File: src/rtl/rx_dma_writer.sv
// rx_dma_writer: turns PHY FIFO frames (phy_*) into master write commands (mst_*) on a host ring (dma_*), writing the header last, with frame_intr and drop_count status
module rx_dma_writer #(
  parameter int          CHUNK_DW  = 16,
  parameter logic [15:0] HDR_MAGIC = 16'h5555
) (
  input  logic        sys_clk,
  input  logic        sys_rst_n,
  input  logic [17:0] phy_dout,
  input  logic        phy_empty,
  output logic        phy_rd_en,
  output logic [17:0] mst_din,
  input  logic        mst_full,
  output logic        mst_wr_en,
  input  logic        dma_enable,
  input  logic [29:0] dma_addr_start,
  input  logic [19:0] dma_length,
  output logic [29:0] dma_addr_cur,
  output logic        frame_intr,
  output logic [15:0] drop_count
);
  localparam logic [2:0] IDLE = 3'd0, FILL = 3'd1, CMD = 3'd2, DATA = 3'd3, HDR = 3'd4, DROP = 3'd5;
  localparam logic [5:0] CHUNK = 6'(CHUNK_DW);
  logic [2:0] state;
  logic rd_pend, en_q, eof_seen;
  logic [5:0] wcnt, wn, idx, len, last_idx;
  logic [29:0] frame_start, data_addr, ring_end, slot_next, first_data, adv, addr;
  logic [15:0] byte_len;
  logic [15:0] buf_mem [2*CHUNK_DW];
  logic sof, eof, new_frame, abort, reject, drop_end, flush, hdr, last;
  logic [16:0] drop_sum;
  logic [17:0] cmd_word;
  always_comb begin
    sof        = phy_dout[17];
    eof        = phy_dout[16];
    ring_end   = dma_addr_start + 30'(dma_length);
    slot_next  = dma_addr_cur + 30'd1;
    first_data = slot_next == ring_end ? dma_addr_start : slot_next;
    wn         = wcnt + 6'd1;
    flush      = eof || (!wn[0] && ({1'b0, wn[5:1]} == CHUNK || data_addr + 30'(wn[5:1]) == ring_end));
    adv        = data_addr + 30'(len);
    last_idx   = {len[4:0], 1'b0} - 6'd1;
    new_frame  = rd_pend && (state == IDLE || (state == FILL && sof));
    abort      = rd_pend && state == FILL && sof;
    reject     = !(sof && dma_enable);
    drop_end   = eof && ((rd_pend && state == DROP) || (new_frame && reject));
    drop_sum   = {1'b0, drop_count} + 17'(abort) + 17'(drop_end);
    hdr        = state == HDR;
    addr       = hdr ? frame_start : data_addr;
    last       = idx == (hdr ? 6'd4 : state == CMD ? 6'd2 : last_idx);
    mst_wr_en  = (state == CMD || state == DATA || hdr) && !mst_full;
    cmd_word   = idx == 6'd0 ? {2'b10, 11'h0, hdr ? 5'd1 : len[4:0]} :
                 idx == 6'd1 ? {2'b00, addr[29:14]} :
                 idx == 6'd2 ? {2'b00, addr[13:0], 2'b00} :
                 idx == 6'd3 ? {2'b00, byte_len} : {2'b01, HDR_MAGIC};
    mst_din    = state == DATA ? {1'b0, last, idx < wcnt ? buf_mem[idx[4:0]] : 16'h0} :
                 (state == CMD || hdr) ? cmd_word : 18'h0;
  end
  always_ff @(posedge sys_clk) begin
    if (rd_pend && (state == IDLE || state == FILL)) buf_mem[new_frame ? 5'd0 : wcnt[4:0]] <= phy_dout[15:0];
  end
  always_ff @(posedge sys_clk or negedge sys_rst_n) begin
    if (!sys_rst_n) begin
      state        <= IDLE;
      rd_pend      <= 1'b0;
      en_q         <= 1'b0;
      eof_seen     <= 1'b0;
      wcnt         <= 6'd0;
      idx          <= 6'd0;
      len          <= 6'd0;
      frame_start  <= 30'd0;
      data_addr    <= 30'd0;
      byte_len     <= 16'd0;
      phy_rd_en    <= 1'b0;
      dma_addr_cur <= 30'd0;
      frame_intr   <= 1'b0;
      drop_count   <= 16'd0;
    end else begin
      en_q       <= dma_enable;
      frame_intr <= 1'b0;
      rd_pend    <= phy_rd_en;
      phy_rd_en  <= (state == IDLE || state == FILL || state == DROP) && !phy_empty && !phy_rd_en && !rd_pend;
      if (abort || drop_end) drop_count <= drop_sum[16] ? 16'hFFFF : drop_sum[15:0];
      if (new_frame) begin
        if (reject) state <= eof ? IDLE : DROP;
        else begin
          frame_start <= dma_addr_cur;
          data_addr   <= first_data;
          byte_len    <= 16'd2;
          wcnt        <= 6'd1;
          len         <= 6'd1;
          eof_seen    <= eof;
          idx         <= 6'd0;
          state       <= eof ? CMD : FILL;
        end
      end else if (rd_pend && state == FILL) begin
        wcnt     <= wn;
        byte_len <= byte_len + 16'd2;
        eof_seen <= eof;
        if (flush) begin
          len   <= 6'(wn[5:1]) + 6'(wn[0]);
          idx   <= 6'd0;
          state <= CMD;
        end
      end else if (rd_pend && state == DROP && eof) state <= IDLE;
      if (mst_wr_en) begin
        idx <= last ? 6'd0 : idx + 6'd1;
        if (last && state == CMD) state <= DATA;
        if (last && state == DATA) begin
          wcnt      <= 6'd0;
          data_addr <= adv == ring_end ? dma_addr_start : adv;
          state     <= eof_seen ? HDR : FILL;
        end
        if (last && hdr) begin
          state        <= IDLE;
          frame_intr   <= 1'b1;
          dma_addr_cur <= data_addr;
        end
      end
      if (dma_enable && !en_q) dma_addr_cur <= dma_addr_start;
    end
  end
endmodule

File: config.mk
export PLATFORM = sky130hd
export DESIGN_NAME = rx_dma_writer
export DESIGN_NICKNAME = d
export VERILOG_FILES = /design/src/rtl/rx_dma_writer.sv
export SDC_FILE = /design/constraint.sdc
export NUM_CORES = 1
export LEC_CHECK = 0
export ABC_CLOCK_PERIOD_IN_PS = 10600
export BUFFER_PORTS_ARGS = -buffer_cell sky130_fd_sc_hd__buf_2
export CAP_MARGIN = 20
export CELL_PAD_IN_SITES_DETAIL_PLACEMENT = 0
export CELL_PAD_IN_SITES_GLOBAL_PLACEMENT = 1
export CORE_MARGIN = 1.5
export CORE_UTILIZATION = 40
export CTS_CLUSTER_SIZE = 20
export DETAILED_ROUTE_END_ITERATION = 10
export PLACE_DENSITY_LB_ADDON = 0.1
export SLEW_MARGIN = 20
export SYNTH_ARGS = -nofsm -noshare
export SYNTH_HDL_FRONTEND = slang
export SYNTH_SLANG_ARGS = --single-unit
export TNS_END_PERCENT = 5
File: constraint.sdc
create_clock -name sys_clk -period 10.6 [get_ports sys_clk]
set_clock_uncertainty 0.05 [all_clocks]
set_input_delay 2.65 -clock sys_clk [delete_from_list [all_inputs] [get_ports sys_clk]]
set_output_delay 2.65 -clock sys_clk [all_outputs]
set_load 0.02 [all_outputs]
Word level (Yosys, flattened, before mapping)
Memories as Yosys holds them, arrays and structs flattened.
Cells that the tools add are included.
{"block": "word_totals", "ff_bits": 148, "mem_bits_rw": 512, "out_inout_bits": 67, "n_memories": 1, "input_bits": 73}
{"memory": "buf_mem", "depth": 32, "width": 16, "rd": 1, "rd_clocked_by_memory_dff": 0, "wr": 1, "line_no": "28", "text": "logic [15:0] buf_mem [2*CHUNK_DW];"}
{"block": "classes", "n_lt_le_gt_ge": 1, "addsub": 11, "eq_ne": 15, "reduce_logical": 49, "mux": 59}
{"op": "30-bit 2-to-1 mux", "n": 10}
{"op": "6-bit 2-to-1 mux", "n": 17}
{"op": "30-bit == test", "n": 3}
{"op": "16-bit 2-to-1 mux", "n": 5}
{"op": "18-bit 2-to-1 mux", "n": 3}
{"op": "17-bit 2-to-1 mux", "n": 3}
{"op": "3-bit 2-to-1 mux", "n": 11}
{"op": "30-bit by 1-bit adder with 30-bit output, second input constant", "n": 1}
{"op": "30-bit by 20-bit adder with 30-bit output", "n": 1}
{"op": "30-bit by 5-bit adder with 30-bit output", "n": 1}
{"op": "30-bit by 6-bit adder with 30-bit output", "n": 1}
{"op": "1-bit logical AND", "n": 19}
{"op": "16-bit by 1-bit adder with 17-bit output", "n": 1}
{"op": "17-bit by 1-bit adder with 17-bit output", "n": 1}
{"op": "16-bit by 2-bit adder with 16-bit output, second input constant", "n": 1}
{"op": "6-bit by 1-bit adder with 6-bit output, second input constant", "n": 2}
{"op": "6-bit by 2-bit == test with 1-bit output, second input constant", "n": 2}
{"op": "1-bit logical OR", "n": 10}
{"op": "5-bit 2-to-1 mux", "n": 2}
{"op": "2-bit nonzero test", "n": 4}
{"op": "1-bit logical NOT", "n": 7}
{"op": "1-bit 2-to-1 mux", "n": 7}
{"op": "5-bit by 1-bit adder with 6-bit output", "n": 1}
{"op": "3-bit by 2-bit == test with 1-bit output, second input constant", "n": 2}
{"op": "15 further kinds", "n": 20}

Depth between registers and ports, before layout
{"block": "logic_depth", "depth_word": 13, "ltp_mapped": 20, "mapped_depth_nobuf": 19}

Worst setup path after synthesis
OpenSTA, ideal clock, no wires.
{"block": "synth_timing", "path_type": "input to register", "start": "in dma_addr_start[0]", "end": "reg data_addr[10]", "required_ps": 10424, "t_arrival_ps": 6208, "n_path_buf": 1, "cell_stages": 16, "path_slack_ps": 4217, "setup_ps": 126, "cell_sequence": "ha_1 -> inv_1 -> fa_1 -> nand2b_1 -> a211oi_2 -> o2111ai_1 -> a21oi_2 -> o2111ai_2 -> xor2_2 -> xnor2_1 -> nor4_1 -> nand4_1 -> nor4_4 -> buf_4 -> mux2_2 -> a221o_1"}
{"block": "synth_via", "elab_chain_cells": 7, "word_cells_on_any_way": 9, "classes_between": "add/sub: 1; eq/ne: 2; mux: 6"}
{"element": "start, declared", "line_no": "15", "text": "input logic [29:0] dma_addr_start,"}
{"element": "30-bit by 20-bit adder with 30-bit output *", "line_no": "35", "text": "ring_end = dma_addr_start + 30'(dma_length);"}
{"element": "30-bit == test", "line_no": "37", "text": "first_data = slot_next == ring_end ? dma_addr_start : slot_next;"}
{"element": "30-bit 2-to-1 mux", "line_no": "37"}
{"element": "30-bit 2-to-1 mux", "line_no": "84", "text": "if (reject) state <= eof ? IDLE : DROP;"}
{"element": "30-bit 2-to-1 mux", "line_no": "83", "text": "if (new_frame) begin"}
{"element": "30-bit 2-to-1 mux", "line_no": "108", "text": "if (last && state == DATA) begin"}
{"element": "30-bit 2-to-1 mux *", "line_no": "105", "text": "if (mst_wr_en) begin"}
{"element": "end signal, assigned", "line_no": "87", "text": "data_addr <= first_data;"}
{"element": "end signal, assigned", "line_no": "110", "text": "data_addr <= adv == ring_end ? dma_addr_start : adv;"}
{"element": "end, declared", "line_no": "26", "text": "logic [29:0] frame_start, data_addr, ring_end, slot_next, first_data, adv, addr;"}
Every way passes the cells marked *; elsewhere a longest branch is shown, timed or not.
A chain may end at the register's enable or synchronous reset.

Worst setup path in the final report
{"block": "layout_timing", "start": "in dma_addr_start[0]", "end": "reg data_addr[2]"}
Same word-level chain as after synthesis.

==> key figures <==
Run status
  – Status: finished, violations left
  – Failing checks: design-rule violations

STA
  – Worst-Margin Slew: 1083 ps
  – Period minus WS final: 7247 ps
  – Worst hold slack: 327.3 ps
  – Slew Viols, Final: 0
  – Rel. slew slack: 27.55%
  – Final Hold Vio Count: 0
  – Max frequency: 138.0 MHz
  – Fin crit share: 68.37%
  – TNS Setup: 0 ps
  – RSZ-0062 raised after global routing: false
  – Finish-stage setup viols: 0

Power and ir drop
  – Seq pwr share: 38.9%
  – Sw power: 0.002959 W
  – Gate power share: 30.7%
  – Clock power share: 30.4%
  – Worst vdd ir: 153.9 uV
  – Switching Share: 34.34%
  – PD cells: 231.8 nW/um^2
  – Cell internal pwr: 0.005659 W
  – Leak pwr: 13.00 nW

Cells and area
  – Final #Nets: 2665
  – Ant diodes: 0
  – Area grow syn2layout: 13.99%
  – Fraction of layout cells with a size suffix above 1: 21.27%
  – Fillers: 7266
  – Design Area, Final: 37180 sq um

Clock tree
  – CTS tree: done
  – Clock Tree Buf Depth: 3
  – Clk root buf: clkbuf_16
  – H-tree Lvls: 3
  – Setup bufs post-CTS: 0
  – CTS Hold Buffers Added: 0
  – Clk_lat worst skew: 640 ps
  – Worst-path clk slew: 60 ps
  – Resize count post-CTS: 0
  – CTS Buf Count: 75
  – Clock Sinks: 659

Worst setup path
  – Worst Setup End Kind: flip-flop
  – Crit start category: input pin
  – Critical path class: in -> reg
  – Worst EP required: 11070 ps
  – Worst EP arrival: 7720 ps
  – CP max FO: 18

Placement
  – Routability cong.: 0.9192
  – # port buffers: 139
  – Post-detail-place hpwl: 67.12 mm
  – Placed Area: 34680 sq um

Yosys
  – Register area share after synthesis: 58.42%
  – Main flop type after synthesis: edfxtp_1
  – Synth top area cells: edfxtp_1, dfrtp_1, mux4_2
  – Distinct cells, synth: 85
  – Synth Warn #: 0
  – Synth area leader: edfxtp_1
  – Synth Net Count: 2525
  – Post-Syn Area: 32620 sq um
  – Number of enable flip-flop cells after synthesis: 512
  – Async SR Flop Fraction: 22.31%
  – Flops & latches, synth: 659
  – Mean Syn Cell Area: 13.58 sq um
  – Syn Inst Count: 2401
  – Share of the synthesized area in the top cell type: 47.14%

Floorplanning
  – FP Rows: 104
  – Die ar.: 83260 sq um
  – Ports: 140
  – Chip height: 288.5 um
  – Initial Util: 40.43%
  – Placeable Area: 80680 sq um
  – Die Span X: 288.5 um

Routing
  – DR DRC count: 16
  – Routed Antenna Nets: 0
  – Vias per cell: 5.742
  – DRT Wirelength: 100.8 mm
  – Avg WL per Cell: 27.53 um
  – DR pass1 iterations: 9
  – Vias: 21015
  – DRT iter0 DRCs: 1691

GRT
  – Total GRT Usage: 24.41%
  – Pin count of the biggest net entering global routing: 121
  – First-pass GRT wire length: 147.6 mm
  – Antenna violations before repair: 8
  – Vias in the first global route: 21338
  – Total gr overflow: 0

Job
  – Number of max-cap violations: 0

Worst hold path
  – Hold crit path type: reg -> reg
## cell type report
class / instances / area [sq um] / area share [%]
tap: 1060 / 1326 / 3.567
multi-input combinational: 1561 / 12950 / 34.84
inverter: 45 / 168.9 / 0.4543
timing repair buffer: 199 / 1177 / 3.167
clock buffer: 100 / 2053 / 5.523
sequential: 659 / 19060 / 51.28
clock inverter: 36 / 437.9 / 1.178
## cell usage in the layout, fill, tap and decap left out, drive strengths merged, types with 58 or more instances in the layout
| cell | netlist | routed |
|---|---|---|
| mux2i | 96 | 96 |
| o21ai | 90 | 90 |
| dfrtp | 147 | 147 |
| clkbuf | 85 | 100 |
| xnor2 | 131 | 131 |
| mux4 | 160 | 160 |
| nand2 | 283 | 283 |
| nor2 | 164 | 164 |
| edfxtp | 512 | 512 |
| xor2 | 83 | 83 |
| nand3 | 58 | 58 |
| a21oi | 93 | 93 |
| buf | 51 | 199 |
## stage by stage
step           total power (W)  setup WS, ps  util [%]  cells
3_5_place_dp          0.006074          2520     42.99   3524
3_3_place_gp          0.006053          2565     42.99   3524
4_1_cts               0.008706          3194     46.07   3660
6_report              0.008618          3353     46.08   3660
5_1_grt               0.009020          3049     46.08   3660
2_1_floorplan         0.005155          4217         -   2401
## cells in the mapped netlist, types with 6 or more instances
| cell | number |
|---|---|
| edfxtp_1 | 512 |
| nand2_1 | 282 |
| nor2_1 | 162 |
| mux4_2 | 160 |
| dfrtp_1 | 147 |
| xnor2_1 | 128 |
| mux2i_1 | 96 |
| a21oi_1 | 88 |
| clkbuf_1 | 84 |
| o21ai_0 | 84 |
| xor2_1 | 82 |
| nand3_1 | 58 |
| nand4_1 | 48 |
| ha_1 | 47 |
| inv_1 | 45 |
| nor3_1 | 30 |
| buf_1 | 25 |
| o22ai_1 | 23 |
| a21o_1 | 20 |
| buf_2 | 20 |
| a31oi_1 | 17 |
| a221o_1 | 16 |
| and3_1 | 16 |
| mux2_2 | 13 |
| nand2b_1 | 12 |
| nor4_1 | 12 |
| a211oi_1 | 11 |
| o21a_1 | 11 |
| or3_1 | 11 |
| and2_1 | 9 |
| nor2b_1 | 7 |
| nor3b_1 | 7 |
| and4_1 | 6 |
| o21bai_1 | 6 |
## power groups by stage
stage / Clock (W) / Combinational, W / Sequential [W]
6_report: 0.00262 / 0.00265 / 0.00335
3_5_place_dp: 0 / 0.00267 / 0.00340
5_1_grt: 0.00277 / 0.00286 / 0.00339
2_1_floorplan: 0 / 0.00198 / 0.00317
3_3_place_gp: 0 / 0.00265 / 0.00340
4_1_cts: 0.00268 / 0.00268 / 0.00335
## flip-flops by register name, summed over array words and instances, names as in the netlist
name,count
byte_len,15
data_addr,30
frame_start,30
state,3
buf_mem,512
dma_addr_cur,30
idx,6
phy_rd_en,1
len,6
eof_seen,1
rd_pend,1
drop_count,16
frame_intr,1
wcnt,6
en_q,1
## worst paths after layout
kind | slack, ps | end | cells past startpoint | start
min in group asynchronous | 1950 | data_addr[1]$_DFF_PN0_ | 1 | sys_rst_n
setup / recovery | 3350 | data_addr[2]$_DFF_PN0_ | 18 | dma_addr_start[0]
max in group asynchronous | 6670 | frame_start[16]$_DFFE_PN0P_ | 3 | sys_rst_n
setup reg to reg | 4770 | len[2]$_DFFE_PN0P_ | 15 | wcnt[0]$_DFF_PN0_
hold reg to reg | 330 | rd_pend$_DFF_PN0_ | 0 | phy_rd_en$_DFF_PN0_
hold / removal | 330 | rd_pend$_DFF_PN0_ | 0 | phy_rd_en$_DFF_PN0_
## critical path, cell delays in order
cell	delay (ps)
buf_2	110
ha_1	170
inv_1	60
fa_1	400
nand2b_1	190
a211oi_2	390
o2111ai_1	240
a21oi_2	370
o2111ai_2	170
xor2_2	260
xnor2_1	110
nor4_1	290
nand4_1	190
nor4_4	760
buf_4	330
buf_4	340
mux2_2	380
a221o_1	290
## layer usage
| layer | wire length, um | vias to the layer above | track usage (%) | share of wire [%] |
|---|---|---|---|---|
| li1 | - | 9364 | - | - |
| met1 | 43010 | 10900 | 32.51 | 43 |
| met4 | 2313 | 10 | 6.139 | 2.3 |
| met5 | 69 | - | 0 | 0.068 |
| met3 | 4604 | 136 | 3.057 | 4.6 |
| met2 | 50780 | 605 | 42.32 | 50 |
## kinds of logic after synthesis
logic type                 count (synthesis)  share of synthesized area (%)
DFF                                      659                          58.42
AOI/OAI and AO/OA                        336                          6.844
buffers and inverters                    181                          2.244
xor gates and xnor gates                 220                          6.257
adders and majority gates                 51                          2.049
and+or+nand+nor                          681                          9.572
muxes                                    273                          14.62
Power figures use the tool's default switching activity.
